`config.mk`:
```
export PLATFORM = sky130hd
export DESIGN_NAME = hazard_scoreboard
export DESIGN_NICKNAME = d
export VERILOG_FILES = /design/src/rtl/hazard_scoreboard.sv
export SDC_FILE = /design/constraint.sdc
export NUM_CORES = 1
export LEC_CHECK = 0
export ABC_AREA = 0
export CAP_MARGIN = 20
export CORE_UTILIZATION = 45
export CTS_BUF_LIST = sky130_fd_sc_hd__clkbuf_8
export DETAILED_ROUTE_END_ITERATION = 8
export GPL_TIMING_DRIVEN = 0
export MAX_ROUTING_LAYER = met4
export PLACE_DENSITY = 0.76
export SYNTH_ARGS = -nofsm -noshare
export SYNTH_HDL_FRONTEND = slang
export SYNTH_SLANG_ARGS = --single-unit
```
`constraint.sdc`:
```
create_clock -name clk -period 5.6 [get_ports clk]
set_clock_uncertainty 0.1 [all_clocks]
set_input_delay 0.56 -clock clk [delete_from_list [all_inputs] [get_ports clk]]
set_output_delay 0.56 -clock clk [all_outputs]
set_load 0.02 [all_outputs]
```
`src/rtl/hazard_scoreboard.sv`:
```
// Issue-side hazard scoreboard for the 4-stage integer pipeline: tracks pending
// destination writes per unit, stalls ID on RAW/WAW/structural hazards, publishes completions.
module hazard_scoreboard #(
  parameter int unsigned LD_LAT  = 2,
  parameter int unsigned MUL_LAT = 3,
  parameter int unsigned DIV_LAT = 8
) (
  input  logic        clk,
  input  logic        rst,
  input  logic        issue_vld,
  input  logic [1:0]  issue_unit,
  input  logic        issue_wr,
  input  logic [3:0]  issue_Rd,
  input  logic [3:0]  issue_Rs1,
  input  logic [3:0]  issue_Rs2,
  input  logic        issue_use1,
  input  logic        issue_use2,
  output logic        stall,
  output logic        issue_ack,
  output logic [3:0]  alu_Rd,
  output logic [3:0]  ld_Rd,
  output logic [3:0]  mul_Rd,
  output logic [3:0]  div_Rd,
  output logic        alu_vld,
  output logic        ld_vld,
  output logic        mul_vld,
  output logic        div_vld,
  output logic [15:0] busy
);

  typedef enum logic [1:0] {UNIT_ALU, UNIT_LD, UNIT_MUL, UNIT_DIV} unit_e;
  typedef enum logic [1:0] {DIV_IDLE, DIV_RUN, DIV_DONE} div_state_e;

  localparam int unsigned CW = $clog2(DIV_LAT + 1);

  logic [15:0] busy_q;
  logic [1:0]  owner_q [16];

  logic        alu_vld_q;
  logic [3:0]  alu_rd_q;
  logic [LD_LAT-1:0]  ld_vld_sr;
  logic [3:0]         ld_rd_sr [LD_LAT];
  logic [MUL_LAT-1:0] mul_vld_sr;
  logic [3:0]         mul_rd_sr [MUL_LAT];

  div_state_e  div_state_q, div_state_n;
  logic [CW-1:0] div_cnt_q;
  logic [3:0]  div_tag_q;
  logic        div_wr_q;

  logic [15:0] complete_vec, clr_vec, set_vec;
  logic raw1, raw2, waw, div_struct;
  logic acc_alu, acc_ld, acc_mul, acc_div, acc_wr;

  assign alu_vld = alu_vld_q;
  assign alu_Rd  = alu_rd_q;
  assign ld_vld  = ld_vld_sr[LD_LAT-1];
  assign ld_Rd   = ld_rd_sr[LD_LAT-1];
  assign mul_vld = mul_vld_sr[MUL_LAT-1];
  assign mul_Rd  = mul_rd_sr[MUL_LAT-1];
  assign div_vld = (div_state_q == DIV_DONE) & div_wr_q;
  assign div_Rd  = div_tag_q;
  assign busy    = busy_q;

  // Only the recorded owner clears a busy bit; WAW stalling keeps one writer per register.
  always_comb begin
    complete_vec = '0;
    clr_vec      = '0;
    if (alu_vld) begin
      complete_vec[alu_Rd] = 1'b1;
      if (owner_q[alu_Rd] == UNIT_ALU) clr_vec[alu_Rd] = 1'b1;
    end
    if (ld_vld) begin
      complete_vec[ld_Rd] = 1'b1;
      if (owner_q[ld_Rd] == UNIT_LD) clr_vec[ld_Rd] = 1'b1;
    end
    if (mul_vld) begin
      complete_vec[mul_Rd] = 1'b1;
      if (owner_q[mul_Rd] == UNIT_MUL) clr_vec[mul_Rd] = 1'b1;
    end
    if (div_vld) begin
      complete_vec[div_Rd] = 1'b1;
      if (owner_q[div_Rd] == UNIT_DIV) clr_vec[div_Rd] = 1'b1;
    end
  end

  always_comb begin
    raw1       = issue_use1 & busy_q[issue_Rs1] & ~complete_vec[issue_Rs1];
    raw2       = issue_use2 & busy_q[issue_Rs2] & ~complete_vec[issue_Rs2];
    waw        = issue_wr & busy_q[issue_Rd] & ~complete_vec[issue_Rd];
    div_struct = (issue_unit == UNIT_DIV) & (div_state_q == DIV_RUN);
    stall      = issue_vld & (raw1 | raw2 | waw | div_struct);
    issue_ack  = issue_vld & ~stall & ~rst;
    acc_alu    = issue_ack & (issue_unit == UNIT_ALU);
    acc_ld     = issue_ack & (issue_unit == UNIT_LD);
    acc_mul    = issue_ack & (issue_unit == UNIT_MUL);
    acc_div    = issue_ack & (issue_unit == UNIT_DIV);
    acc_wr     = issue_ack & issue_wr;
    set_vec    = acc_wr ? (16'h0001 << issue_Rd) : '0;
  end

  always_comb begin
    div_state_n = div_state_q;
    case (div_state_q)
      DIV_IDLE: if (acc_div) div_state_n = DIV_RUN;
      DIV_RUN:  if (div_cnt_q == CW'(2)) div_state_n = DIV_DONE;
      DIV_DONE: div_state_n = acc_div ? DIV_RUN : DIV_IDLE;
      default:  div_state_n = DIV_IDLE;
    endcase
  end

  always_ff @(posedge clk) begin
    if (rst) begin
      busy_q      <= '0;
      alu_vld_q   <= 1'b0;
      alu_rd_q    <= '0;
      ld_vld_sr   <= '0;
      mul_vld_sr  <= '0;
      div_state_q <= DIV_IDLE;
      div_cnt_q   <= '0;
      div_tag_q   <= '0;
      div_wr_q    <= 1'b0;
      for (int unsigned i = 0; i < 16; i++) owner_q[i] <= '0;
      for (int unsigned i = 0; i < LD_LAT; i++) ld_rd_sr[i] <= '0;
      for (int unsigned i = 0; i < MUL_LAT; i++) mul_rd_sr[i] <= '0;
    end else begin
      // Set after clear so a same-edge reissue of a completing register stays busy.
      busy_q <= (busy_q & ~clr_vec) | set_vec;
      if (acc_wr) owner_q[issue_Rd] <= issue_unit;

      alu_vld_q <= acc_alu & issue_wr;
      alu_rd_q  <= acc_alu ? issue_Rd : '0;

      ld_vld_sr[0] <= acc_ld & issue_wr;
      ld_rd_sr[0]  <= acc_ld ? issue_Rd : '0;
      for (int unsigned i = 1; i < LD_LAT; i++) begin
        ld_vld_sr[i] <= ld_vld_sr[i-1];
        ld_rd_sr[i]  <= ld_rd_sr[i-1];
      end

      mul_vld_sr[0] <= acc_mul & issue_wr;
      mul_rd_sr[0]  <= acc_mul ? issue_Rd : '0;
      for (int unsigned i = 1; i < MUL_LAT; i++) begin
        mul_vld_sr[i] <= mul_vld_sr[i-1];
        mul_rd_sr[i]  <= mul_rd_sr[i-1];
      end

      div_state_q <= div_state_n;
      if (acc_div) begin
        div_cnt_q <= CW'(DIV_LAT);
        div_tag_q <= issue_Rd;
        div_wr_q  <= issue_wr;
      end else if (div_cnt_q != '0) begin
        div_cnt_q <= div_cnt_q - CW'(1);
      end
    end
  end

endmodule

```
# == Word level (Yosys, flattened, before mapping) ==
# Memories as Yosys holds them, arrays and structs flattened. A register that Yosys moved wholly into a read port is not among the register bits.
# Cells that the tools add are included.
# totals
ff_bits,37
input_bits,20
mem_count,3
output_inout_bits,38
ram_bits,52
elab_cells,150
# op_classes
magnitude_cmp,11
addsub,1
mux,58
eq_ne,11
bitwise,42
shift,1
reduce_logical,13
# mem_list
memory,words,width,read_ports,rd_clocked_by_memory_dff,wr,line,text
owner_q,16,2,4,2,16,37,logic [1:0] owner_q [16];
mul_rd_sr,3,4,3,0,3,44,logic [3:0] mul_rd_sr [MUL_LAT];
ld_rd_sr,2,4,2,0,2,42,logic [3:0] ld_rd_sr [LD_LAT];
# ops
operator,count
$mux 16,13
$or 16x16->16,7
$mux 4,13
$lt 4x5->1 const B,7
$bmux 1 s4,6
$and 1x1->1,19
$mux 1,18
$and 16x16->16,1
$demux 1 s4,4
$ge 4x1->1 const B,4
$not 16->16,1
$shl 1x4->16 const A,1
$eq 2x2->1 const B,5
$or 1x1->1,8
$eq 2x1->1 const B,3
$logic_not 2->1,3
$mux 2,3
$not 1->1,6
$pmux 2 s3,1
$reduce_or 2->1,3
$eq 4x2->1 const B,1
$logic_and 1x1->1,4
$reduce_bool 4->1,1
$sub 4x1->4 const B,1
4 further kinds,4

# == Longest topological paths before layout ==
# Gate-level depths: netlist of the first run.
# depth
depth_word,28
depth_mapped,12
depth_no_buf,8

# == Worst setup path before layout of the first run ==
# OpenSTA, ideal clock, no wires.
# synth_timing
path_type,input to output
from,in issue_Rs1[0]
to,out issue_ack
path_stages,11
arrival_ns,2.740
n_path_buf,3
required_time_ns,4.940
path_slack_ns,2.200
cell_sequence,clkbuf_1 mux4_2 mux2i_1 mux2i_1 o311ai_0 nor4_1 a211oi_2 nand4_1 buf_2 buf_2 inv_1
# synth_via
elab_chain_len,11
word_cells_on_any_way,14
cone_classes,mux: 4; bitwise: 10
# synth_rtl
element,line,text
start: declaration,14,"input logic [3:0] issue_Rs1,"
$bmux 1 s4,88,raw1 = issue_use1 & busy_q[issue_Rs1] & ~complete_vec[issue_Rs1];
$mux 1 (not written as such),88,
$and 1x1->1 / $not 1->1 (equally long branches),88,
$and 1x1->1 *,88,
$or 1x1->1 * (3 in series),92,stall = issue_vld & (raw1 | raw2 | waw | div_struct);
$and 1x1->1 *,92,
$not 1->1 *,93,issue_ack = issue_vld & ~stall & ~rst;
$and 1x1->1 * (2 in series),93,
end: declaration,19,"output logic issue_ack,"
# Every way passes the cells marked *; elsewhere a longest branch is shown, timed or not. The select of a mux whose other input is x is not followed.

# == Worst setup path in the final report of the first run ==
# Ends and elaborated chain as after synthesis.

==> metrics.yaml, run 1 <==
cells_and_area:
  diodes: 0
  fin_nets: 809
  regArea_mm2: 0.00218
  area_growth_pct: 15.3
  post_layout_nonfiller_instances: 968
  n_fill_cell: 1317
  drive_above_1_share_pct: 8.71
  multi_input_comb_area_mm2: 0.00356
placed_design:
  io_buffers: 49
  hpwlAfterDp_mm: 18.1
  place_congestion: 1.02
  placed_cells: 952
routing:
  viasPerCell: 6.63
  ant_nets: 0
  vias: 6419
  firstDrtPassIters: 5
  drtIter0Drc: 868
  wl_mm: 23.0
  avgRoutedWirePerCell_um: 23.8
  drc: 0
cts:
  cts-hold-fix-buffers: 0
  cts_max_level: 3
  cts_buffer_depth: 2
  path_clk_slew_ps: 90
  root_buffer: "clkbuf_8"
  cts_setup_buffers: 0
  cts_tree: "done"
  numCtsBuffers: 9
  cts_sinks: 93
  clk_latency_ps: 370
  cts-resized-gates: 0
synth:
  yosysMostFrequentCell: "nand2_1"
  yosysTopAreaCellShare_pct: 20.0
  synth-edff-count: 32
  synth_cells: 724
  ys_top_cells_by_count: "83 x nand2_1, 64 x nor2_1, 61 x dfxtp_1, 61 x nor3_1, 38 x clkbuf_1"
  synth_top_area_cell: "dfxtp_1"
  ys_warn_count: 0
  synthTopCellsByArea: "dfxtp_1 20%, edfxtp_1 16%, mux4_2 6.3%"
  synth_area_mm2: 0.00612
  ys_ff_latch: 93
  synth_fp_nets: 746
  synthArstFlopShare_pct: 0
  ys_seq_area_share_pct: 35.7
  synth-main-ff-cell: "dfxtp_1"
  syn_area_per_cell_um2: 8.45
  ys_types: 63
die:
  core_mm2: 0.0132
  num_rows: 42
  io_pins: 58
  die_h_um: 119
  dieArea_mm2: 0.0141
  start_util_pct: 46.2
  die_w_um: 119
global_route:
  grt_pass1_wl_mm: 35.3
  grt_pass1_vias: 5876
  grt_max_degree: 17
  antenna_found_initial: 0
  overflow: 0
  grt_usage_pct: 34.2
pwr:
  power_density_mw_per_mm2: 207
  leakagePower_nw: 2.21
  ir_drop_mv: 0.199
worst_setup_path:
  path_delay_family: "buffers and inverters"
  worstSetupStartpointType: "primary input"
  crit_fanout: 10
  arrival_ps: 4490
  crit_type: "primary input to output pin"
  crit_chain: "clkdlybuf4s50_1, clkbuf_1, mux4_2, mux2i_1, mux2i_1, o311ai_0, nor4_1, a211oi_2, nand4_1, buf_2, buf_2, inv_1, clkdlybuf4s50_1"
  cpMaxStageDelayCell: "mux4_2"
  cp.required_ps: 4940
  r2r_setup_slack_ps: 1410
  crit_path_end_kind: "output pin"
  slowest_delay_ps: 600
  worst-path-buf-inv: 6
sta:
  max_slew_margin_pct: 21.0
  drv_slew: 0
  post-route-period-util_pct: 91.9
  tightest_slew_ps: 1150
  finalSetupViolCount: 0
  hold_viol_final: 0
  rsz0062_at_grt: "false"
  fmax_mhz: 194
  min_period_ps: 5150
  tns_ps: 0
run:
  max-cap-violations: 0
worst_hold_path:
  hp-class: "flop to flop"
outcome:
  outcome: "finished clean"
## cell usage in the layout, fill, tap and decap left out, types with 16 or more instances in the layout
| cell | instances |
|---|---|
| nand2_1 | 83 |
| edfxtp_1 | 32 |
| o31ai_1 | 16 |
| o22ai_1 | 22 |
| dfxtp_1 | 61 |
| clkdlybuf4s50_1 | 49 |
| mux4_2 | 17 |
| nor2b_1 | 26 |
| inv_1 | 28 |
| nor3_1 | 61 |
| nand3_1 | 30 |
| clkbuf_1 | 38 |
| nor2_1 | 64 |
## per-stage QoR
| step | area [µm²] | hold WS, ps | util, % | total power, mW | worst slack (ps) |
|---|---|---|---|---|---|
| after global placement | 6830 | 319 | 51.6 | 1.00 | 534 |
| after CTS | 7050 | 344 | 53.3 | 1.46 | 521 |
| after floorplan | 6120 | 314 | - | 0.928 | 2200 |
| after detailed placement | 6850 | 322 | 51.7 | 1.01 | 525 |
| after global routing | 7050 | 361 | 53.3 | 1.52 | 328 |
| final | 7050 | 340 | 53.3 | 1.46 | 454 |
## worst register-to-register path: stages (launching register included)
cell and delay (ps):
dfxtp_1 470, nand4b_1 460, o32ai_1 610, nor3_1 120, a2111oi_0 460, a211oi_1 120, a211oi_2 540, nand4_1 180
buf_2 250, buf_6 180, o31ai_1 390
## flip-flops by register name, summed over array words and instances, names as in the netlist, named ones only
name,cells
ld_rd_sr,8
div_state_q,2
mul_rd_sr,12
div_Rd,4
ld_vld_sr,2
alu_Rd,4
div_cnt_q,4
div_wr_q,1
mul_vld_sr,3
alu_vld,1
owner_q,32
busy,16
## report_power, final
part           total [mW]  internal [mW]  leakage (nW)  switching, mW
clock network       0.464          0.221         0.104          0.243
registers           0.757          0.724         0.818         0.0324
logic               0.242         0.0922          1.28          0.149
## cell type report
class	count	area share, %
clock buffers	10	1.95
clock inverters	6	0.958
flip-flops and latches	93	30.9
multi-input cells	544	50.5
inverters	30	1.60
well taps	176	3.12
plain buffers	57	3.73
repair buffers	52	7.20
## cells by family (layout without fill, tap and decap cells)
logic type	count (synthesis)	count (layout)	share of synthesized area [%]
and+or+nand+nor	340	340	27.9
buffers and inverters	87	155	6.13
AOI/OAI and AO/OA	171	171	21.3
DFF	93	93	35.7
adders and majority gates	2	2	0.409
muxes	30	30	8.38
xor gates and xnor gates	1	1	0.143
## metal layers
metal / part of all wire (%) / wire length [µm] / global-route usage, %
met1: 42 / 9590 / 46.8
met2: 44 / 10000 / 51.0
met3: 11 / 2450 / 4.87
met4: 4.1 / 944 / 13.6
met5: 0 / 0 / -
## worst paths after layout
check / startpoint / endpoint / cells past startpoint
max: issue_Rs1[0] / issue_ack / 13
min: mul_rd_sr[0][2]$_SDFF_PP0_ / mul_rd_sr[0][6]$_SDFF_PP0_ / 1
min reg2reg: mul_rd_sr[0][2]$_SDFF_PP0_ / mul_rd_sr[0][6]$_SDFF_PP0_ / 1
max reg2reg: div_Rd[3]$_SDFFE_PP0P_ / owner_q[2][0]$_SDFFCE_PN0P_ / 10
No activity file was read; power rests on OpenSTA's default activity.
==> run 2: changes to the inputs <==
--- a/config.mk
+++ b/config.mk
@@ -13,6 +13,7 @@
 export GPL_TIMING_DRIVEN = 0
 export MAX_ROUTING_LAYER = met4
 export PLACE_DENSITY = 0.76
+export SLEW_MARGIN = 20
 export SYNTH_ARGS = -nofsm -noshare
 export SYNTH_HDL_FRONTEND = slang
 export SYNTH_SLANG_ARGS = --single-unit
==> metrics.yaml, run 2 (synthesis gave the netlist of run 1 again) <==
routing:
  firstDrtPassIters: 5  # unchanged
  avgRoutedWirePerCell_um: 23.7  # -0.21%
  drtIter0Drc: 809  # -6.8%
  viasPerCell: 6.63  # about the same
  ant_nets: 0  # unchanged
  drc: 0  # unchanged
  vias: 6411  # -0.12%
  wl_mm: 23.0  # -0.31%
die:
  io_pins: 58  # unchanged
  die_h_um: 119  # unchanged
  num_rows: 42  # unchanged
  dieArea_mm2: 0.0141  # unchanged
  start_util_pct: 46.2  # unchanged
  core_mm2: 0.0132  # unchanged
  die_w_um: 119  # unchanged
worst_setup_path:
  crit_type: "primary input to output pin"
  reg2reg_to: "owner_q[1][0]$_SDFFCE_PN0P_"
  crit_fanout: 10  # unchanged
  cp.required_ps: 4940  # about the same
  r2r_cells: 10  # unchanged
  rr_startpoint: "div_Rd[3]$_SDFFE_PP0P_"
  crit_path_end_kind: "output pin"
  r2r_setup_slack_ps: 1450  # +40 ps
  arrival_ps: 4500  # about the same
  worstSetupStartpointType: "primary input"
pwr:
  power_density_mw_per_mm2: 207  # about the same
  ir_drop_mv: 0.238  # +19%
  leakagePower_nw: 2.20  # -0.20%
cts:
  clk_latency_ps: 370  # about the same
  cts_tree: "done"
  path_clk_slew_ps: 90  # about the same
  cts-resized-gates: 0  # unchanged
  cts_max_level: 3  # unchanged
  cts_sinks: 93  # unchanged
  cts_buffer_depth: 2  # unchanged
  cts_setup_buffers: 0  # unchanged
  root_buffer: "clkbuf_8"
  numCtsBuffers: 9  # unchanged
  cts-hold-fix-buffers: 0  # unchanged
sta:
  min_period_ps: 5160  # +13.9 ps
  finalSetupViolCount: 0  # unchanged
  drv_slew: 0  # unchanged
  post-route-period-util_pct: 92.1  # +0.25 points
  tightest_slew_ps: 1080  # -74.9 ps
  tns_ps: 0  # unchanged
  fmax_mhz: 194  # -0.27%
  max_slew_margin_pct: 27.8  # +6.8 points
  hold_viol_final: 0  # unchanged
  rsz0062_at_grt: "false"
  hold_ws_ps: 340  # -0.126 ps
placed_design:
  io_buffers: 49  # unchanged
  hpwlAfterDp_mm: 18.2  # +0.15%
  placed_cells: 950  # -0.21%
  place_congestion: 1.02  # unchanged
cells_and_area:
  largest_reg_flops: 32  # unchanged
  drive_above_1_share_pct: 8.60  # -0.12 points
  fin_nets: 808  # -0.12%
  top_register: "owner_q"
  mostFrequentLayoutCells: "83 x nand2_1, 64 x nor2_1, 61 x nor3_1, 61 x dfxtp_1, 49 x clkdlybuf4s50_1"
  area_growth_pct: 15.2  # about the same
  diodes: 0  # unchanged
  layout_commonest_cell: "nand2_1"
  post_layout_nonfiller_instances: 967  # -0.10%
global_route:
  antenna_found_initial: 0  # unchanged
  grt_pass1_wl_mm: 34.3  # -2.8%
  overflow: 0  # unchanged
  grt_usage_pct: 33.7  # -0.50 points
  grt_pass1_vias: 5818  # -0.99%
  grt_max_degree: 17  # unchanged
worst_hold_path:
  hp-class: "flop to flop"
  hold_depth: 1  # unchanged
  worstHoldEndpoint: "mul_rd_sr[0][6]$_SDFF_PP0_"
  hp-start: "mul_rd_sr[0][2]$_SDFF_PP0_"
run:
  max-cap-violations: 0  # unchanged
outcome:
  outcome: "finished clean"
[run 2: metrics by stage]
| stage | power, mW | util [%] | setup WS (ps) | cell area (µm²) |
|---|---|---|---|---|
| after CTS | 1.46 | 53.2 | 507 | 7040 |
| after global routing | 1.52 | 53.2 | 239 | 7050 |
| final | 1.46 | 53.2 | 440 | 7050 |
| after global placement | 1.00 | 51.6 | 534 | 6830 |
| after detailed placement | 1.01 | 51.6 | 520 | 6840 |
| after floorplan | 0.928 | - | 2200 | 6120 |
[run 2: worst max-delay path by stage]
stage / startpoint / end / cells after the start
4_1_cts: issue_Rs1[0] / issue_ack / 13
3_5_place_dp: issue_Rs1[0] / issue_ack / 13
6_report: issue_Rs1[0] / issue_ack / 13
3_3_place_gp: issue_Rs1[0] / issue_ack / 13
2_1_floorplan: issue_Rs1[0] / issue_ack / 11
5_1_grt: issue_Rs1[0] / issue_ack / 13
[run 2: worst max-delay path, stage by stage]
cell             delay (ps)
clkdlybuf4s50_1         500
clkbuf_1                460
mux4_2                  590
mux2i_1                 170
mux2i_1                 120
o311ai_0                100
nor4_1                  130
a211oi_2                560
nand4_1                 180
buf_2                   250
buf_2                   210
inv_1                    70
clkdlybuf4s50_1         590
[run 2: final cells by class]
cell class	instances	area, µm²
fillers	1300	6190
multi-input cells	544	3570
flip-flops and latches	93	2180
repair buffers	51	498
plain buffers	57	263
well taps	176	220
clock buffers	10	138
inverters	30	113
clock inverters	6	67.6
[run 2: layer usage]
metal	global-route usage (%)	up-vias	wire length [µm]	share of wire, %
li1	-	2876	-	-
met1	43.8	3066	9360	41
met2	48.5	397	10000	44
met3	7.29	72	2490	11
met4	19.1	0	1090	4.7
met5	-	-	0	0
[run 2: power by group]
part           switching, mW  total, mW  internal (mW)
combinational          0.149      0.241         0.0922
sequential            0.0328      0.757          0.724
clock                  0.241      0.463          0.221
total                  0.423       1.46           1.04
==> run 3: changes to the inputs <==
--- a/config.mk
+++ b/config.mk
@@ -8,7 +8,6 @@
 export ABC_AREA = 0
 export CAP_MARGIN = 20
 export CORE_UTILIZATION = 45
-export CTS_BUF_LIST = sky130_fd_sc_hd__clkbuf_8
 export DETAILED_ROUTE_END_ITERATION = 8
 export GPL_TIMING_DRIVEN = 0
 export MAX_ROUTING_LAYER = met4
==> metrics.yaml, run 3 (synthesis gave the netlist of run 1 again) <==
pwr:
  ir_drop_mv: 0.260  # +9.1%
  leakagePower_nw: 2.25  # +2.1%
  power_density_mw_per_mm2: 227  # +9.4%
  power_mw: 1.62  # +11%
cells_and_area:
  drive_above_1_share_pct: 8.60  # unchanged
  top_register: "owner_q"
  area_growth_pct: 16.9
  largest_reg_flops: 32  # unchanged
  mostFrequentLayoutCells: "83 x nand2_1, 64 x nor2_1, 61 x nor3_1, 61 x dfxtp_1, 49 x clkdlybuf4s50_1"
  n_fill_cell: 1288  # -0.92%
  layout_commonest_cell: "nand2_1"
  fin_nets: 808  # unchanged
  regArea_mm2: 0.00218  # unchanged
  multi_input_comb_area_mm2: 0.00357  # unchanged
  diodes: 0  # unchanged
die:
  start_util_pct: 46.2  # unchanged
  io_pins: 58  # unchanged
  die_w_um: 119  # unchanged
  core_mm2: 0.0132  # unchanged
  num_rows: 42  # unchanged
  dieArea_mm2: 0.0141  # unchanged
  die_h_um: 119  # unchanged
global_route:
  antenna_found_initial: 0  # unchanged
  grt_max_degree: 17  # unchanged
  grt_pass1_vias: 5775  # -0.74%
  overflow: 0  # unchanged
  grt_pass1_wl_mm: 34.7  # +0.96%
  grt_usage_pct: 33.8  # +0.10 points
routing:
  viasPerCell: 6.60  # -0.51%
  ant_nets: 0  # unchanged
  firstDrtPassIters: 5  # unchanged
  drc: 0  # unchanged
  avgRoutedWirePerCell_um: 23.8  # +0.37%
  vias: 6378  # -0.51%
  wl_mm: 23.0  # +0.37%
  drtIter0Drc: 894  # +11%
cts:
  cts-resized-gates: 0  # unchanged
  clk_latency_ps: 350  # -20 ps
  cts-hold-fix-buffers: 0  # unchanged
  cts_buffer_depth: 2  # unchanged
  cts_tree: "done"
  cts_max_level: 3  # unchanged
  cts_sinks: 93  # unchanged
  root_buffer: "clkbuf_16"
  numCtsBuffers: 9  # unchanged
  path_clk_slew_ps: 60  # -30 ps
  cts_setup_buffers: 0  # unchanged
sta:
  tns_ps: 0  # unchanged
  tightest_slew_ps: 1040  # -41.7 ps
  rsz0062_at_grt: "false"
  fmax_mhz: 195  # +0.75%
  max_slew_margin_pct: 30.6  # +2.8 points
  min_period_ps: 5120  # -38.6 ps
  finalSetupViolCount: 0  # unchanged
  setup_ws_ps: 479  # +38.6 ps
  post-route-period-util_pct: 91.5  # -0.69 points
  drv_slew: 0  # unchanged
  hold_ws_ps: 335  # -5.29 ps
  hold_viol_final: 0  # unchanged
worst_setup_path:
  r2r_cells: 10  # unchanged
  r2r_setup_slack_ps: 1450  # about the same
  crit_fanout: 10  # unchanged
  cp.required_ps: 4940  # about the same
  crit_type: "primary input to output pin"
  rr_startpoint: "div_Rd[3]$_SDFFE_PP0P_"
  arrival_ps: 4460  # -40 ps
  worstSetupStartpointType: "primary input"
  reg2reg_to: "owner_q[1][0]$_SDFFCE_PN0P_"
  crit_path_end_kind: "output pin"
placed_design:
  hpwlAfterDp_mm: 18.2  # unchanged
  io_buffers: 49  # unchanged
  place_congestion: 1.02  # unchanged
  place_ws_ps: 520  # unchanged
run:
  max-cap-violations: 0  # unchanged
worst_hold_path:
  hp-start: "mul_rd_sr[0][2]$_SDFF_PP0_"
  worstHoldEndpoint: "mul_rd_sr[0][6]$_SDFF_PP0_"
  hp-class: "flop to flop"
  hold_depth: 1  # unchanged
outcome:
  outcome: "finished clean"
## run 3: cell counts in the layout (fill, tap and decap cells not counted)
Identical to the previous run, type by type.
## run 3: how the worst max path moves through the flow
| stage | from | endpoint | slack [ps] | cells past startpoint |
|---|---|---|---|---|
| after detailed placement | issue_Rs1[0] | issue_ack | 520 | 13 |
| after floorplan | issue_Rs1[0] | issue_ack | 2200 | 11 |
| after global placement | issue_Rs1[0] | issue_ack | 530 | 13 |
| after CTS | issue_Rs1[0] | issue_ack | 510 | 13 |
| after global routing | issue_Rs1[0] | issue_ack | 240 | 13 |
| final | issue_Rs1[0] | issue_ack | 480 | 13 |
## run 3: metal layers
| metal | part of all wire, % | vias up | GRT usage [%] |
|---|---|---|---|
| met3 | 9.7 | 68 | 4.97 |
| met1 | 42 | 3057 | 45.9 |
| met4 | 3.8 | 0 | 15.3 |
| met2 | 44 | 382 | 49.9 |
| met5 | 0 | - | - |
| li1 | - | 2871 | - |
## run 3: stage by stage
stage | instance area [µm²] | cells | utilization (%)
finish | 7150 | 967 | 54.0
global route | 7150 | 967 | 54.0
CTS | 7140 | 966 | 53.9
detailed placement | 6840 | 950 | 51.6
global placement | 6830 | 949 | 51.6
floorplan | 6120 | 724 | -
## run 3: where the power goes
group | total (mW) | switching, mW | internal (mW)
Sequential | 0.758 | 0.0328 | 0.725
Combinational | 0.241 | 0.149 | 0.0922
Clock | 0.622 | 0.261 | 0.361
Total | 1.62 | 0.443 | 1.18
## run 3: area by class of cell
type                    instances  share of cell area [%]
plain buffers                  57                    3.68
clock buffers                  10                    3.34
clock inverters                 6                   0.945
inverters                      30                    1.58
multi-input cells             544                    49.9
flip-flops and latches         93                    30.5
well taps                     176                    3.08
repair buffers                 51                    6.97
## run 3: critical path, cell delays in order
cell             delay (ps)
clkdlybuf4s50_1         500
clkbuf_1                460
mux4_2                  590
mux2i_1                 170
mux2i_1                 110
o311ai_0                100
nor4_1                  130
a211oi_2                550
nand4_1                 170
buf_2                   250
buf_2                   210
inv_1                    70
clkdlybuf4s50_1         590
